**src/rtl/lm32_seq_divider_pkg.sv**
```systemverilog
`default_nettype none
// ============================================================================
//  Module   : lm32_seq_divider_pkg
//  Purpose  : Shared types and constants for the LM32 sequential divider.
//             Holds the FSM state encoding, the iteration count, the counter
//             width and a two's-complement negate helper.
//  Revision : 1.0  initial release
// ============================================================================
package lm32_seq_divider_pkg;

  // FSM state encoding
  typedef enum logic [1:0] {
    ST_IDLE = 2'd0,
    ST_BUSY = 2'd1,
    ST_DONE = 2'd2
  } lm32_div_state_e;

  // One restoring step per bit of the 32-bit operand
  localparam int unsigned LM32_DIV_ITERATIONS = 32;
  localparam int unsigned LM32_DIV_CNT_W      = 5;

  // The counter is loaded with N-1 and counts down to 0, giving N steps
  localparam logic [LM32_DIV_CNT_W-1:0] LM32_DIV_CNT_INIT =
    LM32_DIV_CNT_W'(LM32_DIV_ITERATIONS - 1);

  // Two's-complement negate
  function automatic logic [31:0] lm32_neg(input logic [31:0] v);
    return (~v) + 32'd1;
  endfunction

  // Conditional negate: magnitude extraction and sign correction share this
  function automatic logic [31:0] lm32_cond_neg(input logic neg, input logic [31:0] v);
    return neg ? lm32_neg(v) : v;
  endfunction

endpackage
`default_nettype wire

```
**src/rtl/lm32_addsub.sv**
```systemverilog
`default_nettype none
// ============================================================================
//  Module   : lm32_addsub
//  Purpose  : 32-bit adder/subtractor with carry in and carry out.
//  Ports    : DataA, DataB  operands
//             Cin           carry in (1 with Add_Sub=0 gives A-B)
//             Add_Sub       1 = add, 0 = subtract (B is inverted)
//             Result        32-bit sum/difference
//             Cout          carry out; in subtract mode 1 means no borrow
//  Revision : 1.0  initial release
// ============================================================================
module lm32_addsub (
  input  logic [31:0] DataA,
  input  logic [31:0] DataB,
  input  logic        Cin,
  input  logic        Add_Sub,
  output logic [31:0] Result,
  output logic        Cout
);

  logic [31:0] w_opb;
  logic [32:0] w_sum;

  assign w_opb  = Add_Sub ? DataB : ~DataB;
  assign w_sum  = {1'b0, DataA} + {1'b0, w_opb} + {32'd0, Cin};
  assign Result = w_sum[31:0];
  assign Cout   = w_sum[32];

endmodule
`default_nettype wire

```
**src/rtl/lm32_seq_divider.sv**
```systemverilog
`default_nettype none
// ============================================================================
//  Module   : lm32_seq_divider
//  Purpose  : 32-bit sequential restoring divider (signed/unsigned), one
//             quotient bit per cycle, 34-cycle latency from accepted start to
//             result_valid_o.
//  Ports    : clk_i, rst_i (sync, active high)
//             start_i, sign_i, kill_i      control
//             dividend_i, divisor_i        operands
//             quotient_o, remainder_o      results, held until next start
//             result_valid_o               one-cycle result strobe
//             busy_o                       pipeline stall request
//             divide_by_zero_o             one-cycle divide-by-zero strobe
//  Revision : 1.0  initial release
// ============================================================================
module lm32_seq_divider
  import lm32_seq_divider_pkg::*;
#(
  parameter bit SIGNED_SUPPORT = 1'b1
) (
  input  logic        clk_i,
  input  logic        rst_i,
  input  logic        start_i,
  input  logic        sign_i,
  input  logic        kill_i,
  input  logic [31:0] dividend_i,
  input  logic [31:0] divisor_i,
  output logic [31:0] quotient_o,
  output logic [31:0] remainder_o,
  output logic        result_valid_o,
  output logic        busy_o,
  output logic        divide_by_zero_o
);

  lm32_div_state_e             state_q, state_d;
  logic [LM32_DIV_CNT_W-1:0]   cnt_q, cnt_d;
  logic [31:0]                 rem_q, rem_d;       // partial remainder
  logic [31:0]                 quo_q, quo_d;       // dividend bits out, quotient bits in
  logic [31:0]                 dvs_q, dvs_d;       // divisor magnitude
  logic                        qneg_q, qneg_d;
  logic                        rneg_q, rneg_d;
  logic [31:0]                 quotient_q, quotient_d;
  logic [31:0]                 remainder_q, remainder_d;
  logic                        dbz_q, dbz_d;

  logic        w_signed;
  logic [31:0] w_shifted;
  logic [31:0] w_diff;
  logic        w_cout;
  logic        w_step_ok;
  logic [31:0] w_rem_next;
  logic [31:0] w_quo_next;

  assign w_signed = SIGNED_SUPPORT & sign_i;

  // Shift the partial remainder left, pulling in the next dividend MSB.
  // rem_q[31] is the bit shifted out; if it is set the 33-bit value is
  // already >= divisor, so the step succeeds regardless of the carry.
  assign w_shifted = {rem_q[30:0], quo_q[31]};

  lm32_addsub u_trial_sub (
    .DataA   (w_shifted),
    .DataB   (dvs_q),
    .Cin     (1'b1),
    .Add_Sub (1'b0),
    .Result  (w_diff),
    .Cout    (w_cout)
  );

  assign w_step_ok  = rem_q[31] | w_cout;
  assign w_rem_next = w_step_ok ? w_diff : w_shifted;
  assign w_quo_next = {quo_q[30:0], w_step_ok};

  always_ff @(posedge clk_i) begin
    if (rst_i) begin
      state_q     <= ST_IDLE;
      cnt_q       <= '0;
      rem_q       <= '0;
      quo_q       <= '0;
      dvs_q       <= '0;
      qneg_q      <= 1'b0;
      rneg_q      <= 1'b0;
      quotient_q  <= '0;
      remainder_q <= '0;
      dbz_q       <= 1'b0;
    end else begin
      state_q     <= state_d;
      cnt_q       <= cnt_d;
      rem_q       <= rem_d;
      quo_q       <= quo_d;
      dvs_q       <= dvs_d;
      qneg_q      <= qneg_d;
      rneg_q      <= rneg_d;
      quotient_q  <= quotient_d;
      remainder_q <= remainder_d;
      dbz_q       <= dbz_d;
    end
  end

  always_comb begin
    state_d     = state_q;
    cnt_d       = cnt_q;
    rem_d       = rem_q;
    quo_d       = quo_q;
    dvs_d       = dvs_q;
    qneg_d      = qneg_q;
    rneg_d      = rneg_q;
    quotient_d  = quotient_q;
    remainder_d = remainder_q;
    dbz_d       = 1'b0;

    case (state_q)
      ST_IDLE: begin
        // kill_i wins over a simultaneous start
        if (start_i && !kill_i) begin
          if (divisor_i == 32'd0) begin
            dbz_d = 1'b1;
          end else begin
            rem_d   = '0;
            quo_d   = lm32_cond_neg(w_signed & dividend_i[31], dividend_i);
            dvs_d   = lm32_cond_neg(w_signed & divisor_i[31], divisor_i);
            qneg_d  = w_signed & (dividend_i[31] ^ divisor_i[31]);
            rneg_d  = w_signed & dividend_i[31];
            cnt_d   = LM32_DIV_CNT_INIT;
            state_d = ST_BUSY;
          end
        end
      end

      ST_BUSY: begin
        if (kill_i) begin
          state_d = ST_IDLE;
        end else begin
          rem_d = w_rem_next;
          quo_d = w_quo_next;
          if (cnt_q == '0) begin
            // Final step: sign-correct into the output registers so the
            // results are presented, stable, throughout the DONE cycle.
            quotient_d  = lm32_cond_neg(qneg_q, w_quo_next);
            remainder_d = lm32_cond_neg(rneg_q, w_rem_next);
            state_d     = ST_DONE;
          end else begin
            cnt_d = cnt_q - 1'b1;
          end
        end
      end

      ST_DONE: begin
        state_d = ST_IDLE;
      end

      default: begin
        state_d = ST_IDLE;
      end
    endcase
  end

  assign quotient_o       = quotient_q;
  assign remainder_o      = remainder_q;
  assign result_valid_o   = (state_q == ST_DONE) & ~kill_i;
  assign busy_o           = (state_q == ST_BUSY) | (state_q == ST_DONE);
  assign divide_by_zero_o = dbz_q;

endmodule
`default_nettype wire

```
**config.mk**
```make
export PLATFORM = sky130hd
export DESIGN_NAME = lm32_seq_divider
export DESIGN_NICKNAME = d
export VERILOG_FILES = /design/src/rtl/lm32_seq_divider_pkg.sv /design/src/rtl/lm32_addsub.sv /design/src/rtl/lm32_seq_divider.sv
export SDC_FILE = /design/constraint.sdc
export NUM_CORES = 1
export LEC_CHECK = 0
export BUFFER_PORTS_ARGS = -buffer_cell sky130_fd_sc_hd__buf_2
export CORE_ASPECT_RATIO = 1.75
export CORE_UTILIZATION = 54
export CTS_CLUSTER_SIZE = 40
export DETAILED_ROUTE_END_ITERATION = 7
export HOLD_SLACK_MARGIN = 0.06
export PLACE_DENSITY = 0.75
export RECOVER_POWER = 100
export SLEW_MARGIN = 20
export SYNTH_ARGS = -nofsm -noshare
export SYNTH_HDL_FRONTEND = slang
export SYNTH_SLANG_ARGS = --single-unit
```
**constraint.sdc**
```tcl
create_clock -name clk_i -period 4.3 [get_ports clk_i]
set_clock_uncertainty 0.05 [all_clocks]
set_input_delay 0.645 -clock clk_i [delete_from_list [all_inputs] [get_ports clk_i]]
set_output_delay 0.645 -clock clk_i [all_outputs]
set_load 0.01 [all_outputs]
```
==> out/qor_table.md, run 1 <==
| Step | Parameter | Value |
|---|---|---|
| status | Status | complete, but fails checks |
| status | Violations in the final reports | DRC |
| timing | Hold Slack | 402 ps |
| synthesis | Synth cell count leaders | nand2_1, nor2_1, dfxtp_1 |
| setup path | Largest delay share family, worst path | compound AO/OA/AOI/OAI gates |
| grt | Number of global-route vias before repair | 12100 |
| clock tree | Clk slew on worst S/H paths | 70 ps |
| timing | Final Cycle Share | 96.6% |
| layout | Final core area utilization | 63.2% |
| setup path | Delay of the slowest critical-path stage | 620 ps |
| route | First-pass iteration count of the detailed router | 8 |
| run | Max-cap viol count | 0 |
| synthesis | Ys async rst share | 0% |
| synthesis | Average size of a mapped cell | 7.50 µm² |
| route | Post-detailed-route via-to-cell ratio | 6.11 |
| timing | Total negative slack | 0 ps |
| pwr | Sequential power share | 37.9% |
| synthesis | Commonest register cell after synthesis | dfxtp_1 |
| timing | Final critical-path required period | 4150 ps |
| timing | Least setup slack across all paths after layout | 146 ps |
| pwr | Switch share | 35.6% |
| pwr | Ratio of total power to cell area | 345 nW/µm² |
| pwr | Total net switching power | 1.68 mW |
| die | DIE AREA | 22800 µm² |
| clock tree | Hold-fix buffer count after cts | 0 |
| setup path | Data required time at the worst endpoint | 4620 ps |
| synthesis | Most frequent cell after synthesis | nand2_1 |
| clock tree | CTS root buffer | clkbuf_16 |
| setup path | Capturing element type of the critical path | flop |
| timing | Number of max-slew violations in the final report | 0 |
| worst hold path | Worst min-delay path endpoint | remainder_o[3] |
| worst hold path | Hold Path Depth | 2 |
| synthesis | Yosys reg bits | 170 |
| grt | Initial antenna violation count | 0 |
| die | Vertical die dimension | 199 µm |
| clock tree | H-tree lvl count | 4 |
| synthesis | Share of the yosys chip area belonging to registers | 28.4% |
| clock tree | Inserted Clock Buffers | 17 |
| setup path | Crit path max-delay cell type | or4_1 |
| layout | Total area of multi-input combinational cells | 8000 µm² |
| setup path | Buffers and inverters on the worst path | 2 |
| die | CORE AREA | 21600 µm² |
| route | Violation count after the first detailed-routing iteration | 740 |
| setup path | Critical R2R Capture | remainder_o[29] |
| pwr | Internal power consumption | 3.03 mW |
| die | Initial core utilization | 55.5% |
| synthesis | Top cells by area in the synthesized netlist | dfxtp_1, nand2_1, nor2_1, a21oi_1, a211oi_1 |
| die | I/O pin total | 136 |
| clock tree | Number of sinks on the clock net | 170 |
| route | Via total after detailed routing | 12400 |
| setup path | Sort of element at the start of the critical path | flop |
| route | DRC violations left | 1 |
| layout | Number of diodes added for antenna fixing | 0 |
| worst hold path | Worst hold path class | reg -> reg |
| pwr | Leakage | 4.99 nW |
| grt | Overall overflow remaining after global route | 0 |
| placed design | Global placer's final weighted congestion | 0.950 |
| clock tree | TritonCTS clock tree | built |
| setup path | Cells traversed along the worst timing path | inv_1, ha_1, nor2b_2, o2111ai_2, a21oi_2, o2111ai_1, nand2_1, o311ai_0, buf_4, a21oi_1, or4_1, or4_1, a31oi_1 |
| setup path | Origin of the critical flop-to-flop path | dvs_q[1] |
| pwr | Clock power share | 31.9% |
| layout | Layout Area Growth over Synthesis | 14.0% |
| setup path | Setup CP Type | reg -> reg |
| placed design | Setup WS pre-CTS | 154 ps |
| synthesis | Count of distinct cell types in the synthesized netlist | 96 |
| route | Number of nets with antenna violations after routing | 0 |
| route | Mean routed wirelength per cell | 19.0 µm |
| route | Total wire length | 38400 µm |
| pwr | Power share of the combinational group | 30.2% |
| grt | Overall routing resource usage | 34.2% |
| synthesis | Synthesized instance count | 1596 |
| setup path | Reg-to-reg setup timing slack | 150 ps |
| layout | Nets | 1829 |
| synthesis | Synthesis Warnings | 0 |
| layout | Fraction of layout instances using a drive strength above 1 | 13.3% |
| clock tree | Bufs on Longest Clock Path | 2 |
| synthesis | Mapped cell area | 12000 µm² |
| synthesis | Number of enable flip-flop cells after synthesis | 0 |
| timing | Timing-limited maximum frequency | 0.241 GHz |
| grt | Maximum number of pins on one net before global-route repair | 71 |
| pwr | Worst ir drop on vdd | 0.000336 V |
| synthesis | Post-synthesis cell type with the largest combined area | dfxtp_1 |
| worst hold path | Hold path startpoint | remainder_o[3] |
| setup path | Arrival time reported for the critical path endpoint | 4470 ps |
| layout | Register area | 3400 µm² |
| grt | Global-route wire length before repair | 59600 µm |
| setup path | Most numerous cell on the critical path | or4_1 |
| die | Die width | 115 µm |
| timing | Number of endpoints failing setup at the final stage | 0 |
| timing | Transition at the pin with the smallest max-transition slack | 1090 ps |
| timing | Number of hold violations in the final report | 0 |
| synthesis | Total nets after synthesis | 1707 |
| synthesis | Top-area cell type share of the netlist area | 28.4% |
| die | Std cell rows | 71 |
| setup path | Crit path max fanout | 6 |
| setup path | Number of cells on the worst reg-to-reg path | 13 |
| layout | Number of fillers in the final layout | 2091 |
| placed design | Final HPWL from detailed placement | 29500 µm |
| clock tree | Clock latency on the worst-skew pair | 440 ps |
| timing | RSZ-0062 raised after global routing | yes |
| timing | Slew Limit Headroom | 27.0% |
| placed design | Count of buffers inserted at the top-level ports | 135 |
-- tightest hold or removal path: stages, from the launching register on --
cell	delay, ps
dfxtp_1	310
nand2_1	50
a21oi_1	50
-- state kept, by name, indices dropped and copies added (netlist names) --
name	count
divide_by_zero_o	1
quo_q	32
dvs_q	32
cnt_q	5
rem_q	32
qneg_q	1
rneg_q	1
remainder_o	32
state_q	2
quotient_o	32
-- worst max-delay path by stage --
stage	depth (start not counted)	slack, ps	to	start
floorplan	23	8	remainder_o[28]	quo_q[31]
global placement	15	240	remainder_o[28]	rem_q[18]
detailed placement	15	150	remainder_o[28]	rem_q[18]
CTS	15	120	remainder_o[28]	rem_q[18]
global route	18	-8	remainder_o[26]	quo_q[31]
finish	13	150	remainder_o[29]	dvs_q[1]
-- stage by stage --
| stage | std cells | total power, mW | instance area, µm² |
|---|---|---|---|
| CTS | 2021 | 4.70 | 13700 |
| global placement | 1989 | 3.19 | 13100 |
| detailed placement | 1989 | 3.21 | 13100 |
| floorplan | 1596 | 2.75 | 12100 |
| finish | 2023 | 4.71 | 13600 |
| global route | 2023 | 4.93 | 13600 |
-- cell usage in the layout, fill, tap and decap left out, types with 7 or more instances in the layout --
master     instances
xnor2_1           53
o21a_1             7
a21oi_1          127
o211ai_1          11
inv_1             53
nor4_1            15
and3_1            11
nor3_1            30
nand2_1          221
a211oi_1          79
nand3b_1           7
or3_1             14
nand3_1           31
clkbuf_1          70
nand2b_1           7
or4_1             16
o41ai_1           13
a21o_1             7
o31ai_1           26
xor2_1            67
or2_2              9
ha_1              38
a22oi_1           24
nor2_1           174
nor2b_1           11
dfxtp_1          169
buf_2             66
clkbuf_16         17
mux2i_1           18
a31oi_1           14
nand4_1           11
o21ai_0           95
and2_1            10
buf_4             57
-- layout make-up --
cell class | instances | share of cell area, %
Clock inverter | 12 | 0.853
Multi-Input combinational cell | 1277 | 58.6
Clock buffer | 20 | 3.27
Inverter | 56 | 1.57
Timing Repair inverter | 1 | 0.0367
Tap cell | 292 | 2.68
Sequential cell | 170 | 25.0
Timing Repair Buffer | 195 | 8.01
-- routing by layer --
layer | share of wire [%] | global-route usage [%] | routed length (µm) | vias up
li1 | - | - | - | 6012
met1 | 34 | 30.4 | 12900 | 5771
met2 | 54 | 65.3 | 20700 | 398
met3 | 3.7 | 5.51 | 1430 | 172
met4 | 8.8 | 29.5 | 3370 | 0
met5 | 0 | 0 | 0 | -
-- cells by family (layout without fill, tap and decap cells) --
group                      count (synthesis)  after routing  share of synthesized area (%)
adders and majority gates                 42             42                           4.45
muxes                                     22             22                           1.88
AOI/OAI and AO/OA                        490            490                           27.2
and+or+nand+nor                          603            603                           23.6
DFF                                      170            170                           28.4
xor gates and xnor gates                 120            120                           8.78
buffers and inverters                    149            284                           5.63
-- power groups by stage --
| stage | registers, mW | logic, mW | clock network, mW |
|---|---|---|---|
| after floorplan | 1.78 | 0.967 | 0 |
| after global placement | 1.81 | 1.38 | 0 |
| after detailed placement | 1.81 | 1.40 | 0 |
| after CTS | 1.78 | 1.40 | 1.52 |
| after global routing | 1.79 | 1.55 | 1.59 |
| final | 1.78 | 1.42 | 1.50 |
-- timing repair --
action	in CTS	in global routing
setup endpoints to repair	0	11
setup buffers	0	1
gates resized for setup	0	4
endpoints found under the hold margin	0	0
(Power assumes the default switching activity.)
==> run 2, diff against run 1 <==
--- a/config.mk
+++ b/config.mk
@@ -7,11 +7,12 @@
 export LEC_CHECK = 0
 export BUFFER_PORTS_ARGS = -buffer_cell sky130_fd_sc_hd__buf_2
 export CORE_ASPECT_RATIO = 1.75
-export CORE_UTILIZATION = 54
+export CORE_UTILIZATION = 56
+export CTS_BUF_LIST = sky130_fd_sc_hd__clkbuf_2 sky130_fd_sc_hd__clkbuf_4 sky130_fd_sc_hd__clkbuf_8
 export CTS_CLUSTER_SIZE = 40
 export DETAILED_ROUTE_END_ITERATION = 7
 export HOLD_SLACK_MARGIN = 0.06
-export PLACE_DENSITY = 0.75
+export PLACE_DENSITY = 0.78
 export RECOVER_POWER = 100
 export SLEW_MARGIN = 20
 export SYNTH_ARGS = -nofsm -noshare
==> run 2 against run 1 <==
- the flow now finishes without violations
- final cell count is 2.9% lower
- final area is 2.6% lower
- first-iteration DRC count is 25% higher
- clock-buffer cell count is 1 lower
- via count is 1.0% lower
- utilization is 0.30 points higher
- sequential power hardly changed
- sequential cell count stayed put
- combinational power hardly changed
- critical path type unchanged
==> out/qor_table.md, run 2 (synthesized netlist as in run 1, its figures left out) <==
| Step | Parameter | Value |
|---|---|---|
| route | Post-detailed-route via-to-cell ratio | 6.22 |
| grt | Global-route wire length before repair | 59900 µm |
| layout | Final core area utilization | 63.5% |
| die | Initial core utilization | 57.2% |
| route | Number of nets with antenna violations after routing | 0 |
| clock tree | Hold-fix buffer count after cts | 0 |
| grt | Initial antenna violation count | 0 |
| grt | Number of global-route vias before repair | 12000 |
| clock tree | Bufs on Longest Clock Path | 2 |
| placed design | Area of placed instances | 13000 µm² |
| layout | Layout Area Growth over Synthesis | 11.1% |
| route | Mean routed wirelength per cell | 19.1 µm |
| placed design | Global placer's final weighted congestion | 0.961 |
| die | Std cell rows | 70 |
| route | Total wire length | 37600 µm |
| die | I/O pin total | 136 |
| layout | Most common library cell in the layout ignoring fill and taps | nand2_1 |
| timing | Number of max-slew violations in the final report | 0 |
| grt | Met3 track demand over resource in global routing | 5.59% |
| clock tree | Inserted Clock Buffers | 17 |
| die | CORE AREA | 20900 µm² |
| layout | Final standard cell count with taps included and fillers excluded | 1965 |
| die | Vertical die dimension | 195 µm |
| worst hold path | Worst hold path class | in -> reg |
| clock tree | H-tree lvl count | 4 |
| setup path | Crit path max fanout | 30 |
| run | Max-cap viol count | 0 |
| setup path | Data required time at the worst endpoint | 4680 ps |
| setup path | Setup CP Type | reg -> reg |
| placed design | # placed instances | 1935 |
| die | Die width | 113 µm |
| route | First-pass iteration count of the detailed router | 5 |
| clock tree | Post-cts sizing count | 0 |
| grt | Overall routing resource usage | 35.1% |
| pwr | Leakage | 4.83 nW |
| layout | Nets | 1813 |
| timing | Number of endpoints failing setup at the final stage | 0 |
| timing | Number of hold violations in the final report | 0 |
| pwr | Worst ir drop on vdd | 0.000291 V |
| clock tree | Setup fix buffers added after clock tree synthesis | 0 |
| clock tree | Clk slew on worst S/H paths | 100 ps |
| grt | Layer carrying the most global-route usage | met2 |
| pwr | Ratio of total power to cell area | 323 nW/µm² |
| layout | Highest-count cells in the layout ignoring fill and taps | nand2_1, nor2_1, dfxtp_1 |
| timing | Final critical-path required period | 4040 ps |
| grt | GRT met2 Usage | 66.4% |
| clock tree | CTS root buffer | clkbuf_8 |
| timing | RSZ-0062 raised after global routing | yes |
| grt | Overall overflow remaining after global route | 0 |
| setup path | Sort of element at the start of the critical path | flop |
| status | Status | finished clean |
| clock tree | Number of sinks on the clock net | 170 |
| placed design | Final HPWL from detailed placement | 28800 µm |
| timing | Timing-limited maximum frequency | 0.248 GHz |
| route | Violation count after the first detailed-routing iteration | 924 |
| die | DIE AREA | 22000 µm² |
| grt | Maximum number of pins on one net before global-route repair | 67 |
| grt | GR Layer Usage met1 | 31.8% |
| layout | Number of diodes added for antenna fixing | 0 |
| setup path | Capturing element type of the critical path | flop |
| timing | Slew Limit Headroom | 26.1% |
| route | DRC violations left | 0 |
| clock tree | TritonCTS clock tree | built |
| placed design | Count of buffers inserted at the top-level ports | 135 |
| layout | Fraction of layout instances using a drive strength above 1 | 13.3% |
| timing | Total negative slack | 0 ps |
| setup path | Arrival time reported for the critical path endpoint | 4420 ps |
| timing | Transition at the pin with the smallest max-transition slack | 1110 ps |
| timing | Final Cycle Share | 93.8% |
| clock tree | Clock latency on the worst-skew pair | 500 ps |
| layout | Final design area excluding fillers | 13300 µm² |
| route | Via total after detailed routing | 12200 |
[run 2: changes by cell type in the layout (fill, tap and decap cells not counted), sizes merged]
| cell | change |
|---|---|
| clkinvlp | -1 |
| buf | -15 |
| clkbuf | -1 |
| inv | +1 |
| clkinv | -2 |
[run 2: metrics by stage]
stage	setup WS (ps)	power [mW]	hold slack (ps)
finish	265	4.29	382
detailed placement	163	3.18	394
global route	-3.61	4.51	398
global placement	219	3.16	387
CTS	125	4.28	378
floorplan	7.86	2.75	382
[run 2: final timing paths]
| path | to | cells after the start | from | slack (ps) |
|---|---|---|---|---|
| setup / recovery | remainder_o[29] | 14 | quo_q[31] | 260 |
| hold / removal | dvs_q[0] | 3 | divisor_i[0] | 380 |
| setup reg to reg | remainder_o[29] | 14 | quo_q[31] | 260 |
| hold reg to reg | quotient_o[17] | 2 | quotient_o[17] | 410 |
[run 2: layout make-up]
| type | count | area [µm²] |
|---|---|---|
| clock inverter | 11 | 116 |
| multi-input combinational | 1277 | 8040 |
| clock buffer | 19 | 255 |
| fill | 1997 | 7640 |
| timing repair buffer | 180 | 943 |
| sequential | 170 | 3410 |
| tap | 252 | 315 |
| inverter | 56 | 210 |
[run 2: power by group]
group          internal (mW)  switching [mW]
logic                  0.519           0.876
registers               1.67           0.104
clock network          0.482           0.640
total                   2.67            1.62
[run 2: worst max-delay path, stage by stage, from the launching register on]
cell and delay [ps]:
dfxtp_2 380, inv_2 70, ha_4 170, fa_2 400, nand2b_4 170, a21oi_4 220, o21ai_2 110, a21oi_2 250
o21a_2 170, buf_4 310, nand2_1 170, o31ai_1 450, nand2_1 310, or4_1 540, a31oi_1 170
[run 2: layer usage]
| layer | part of all wire (%) | vias up |
|---|---|---|
| li1 | - | 5970 |
| met1 | 33 | 5649 |
| met2 | 53 | 416 |
| met3 | 4.1 | 192 |
| met4 | 9.3 | 0 |
| met5 | 0 | - |
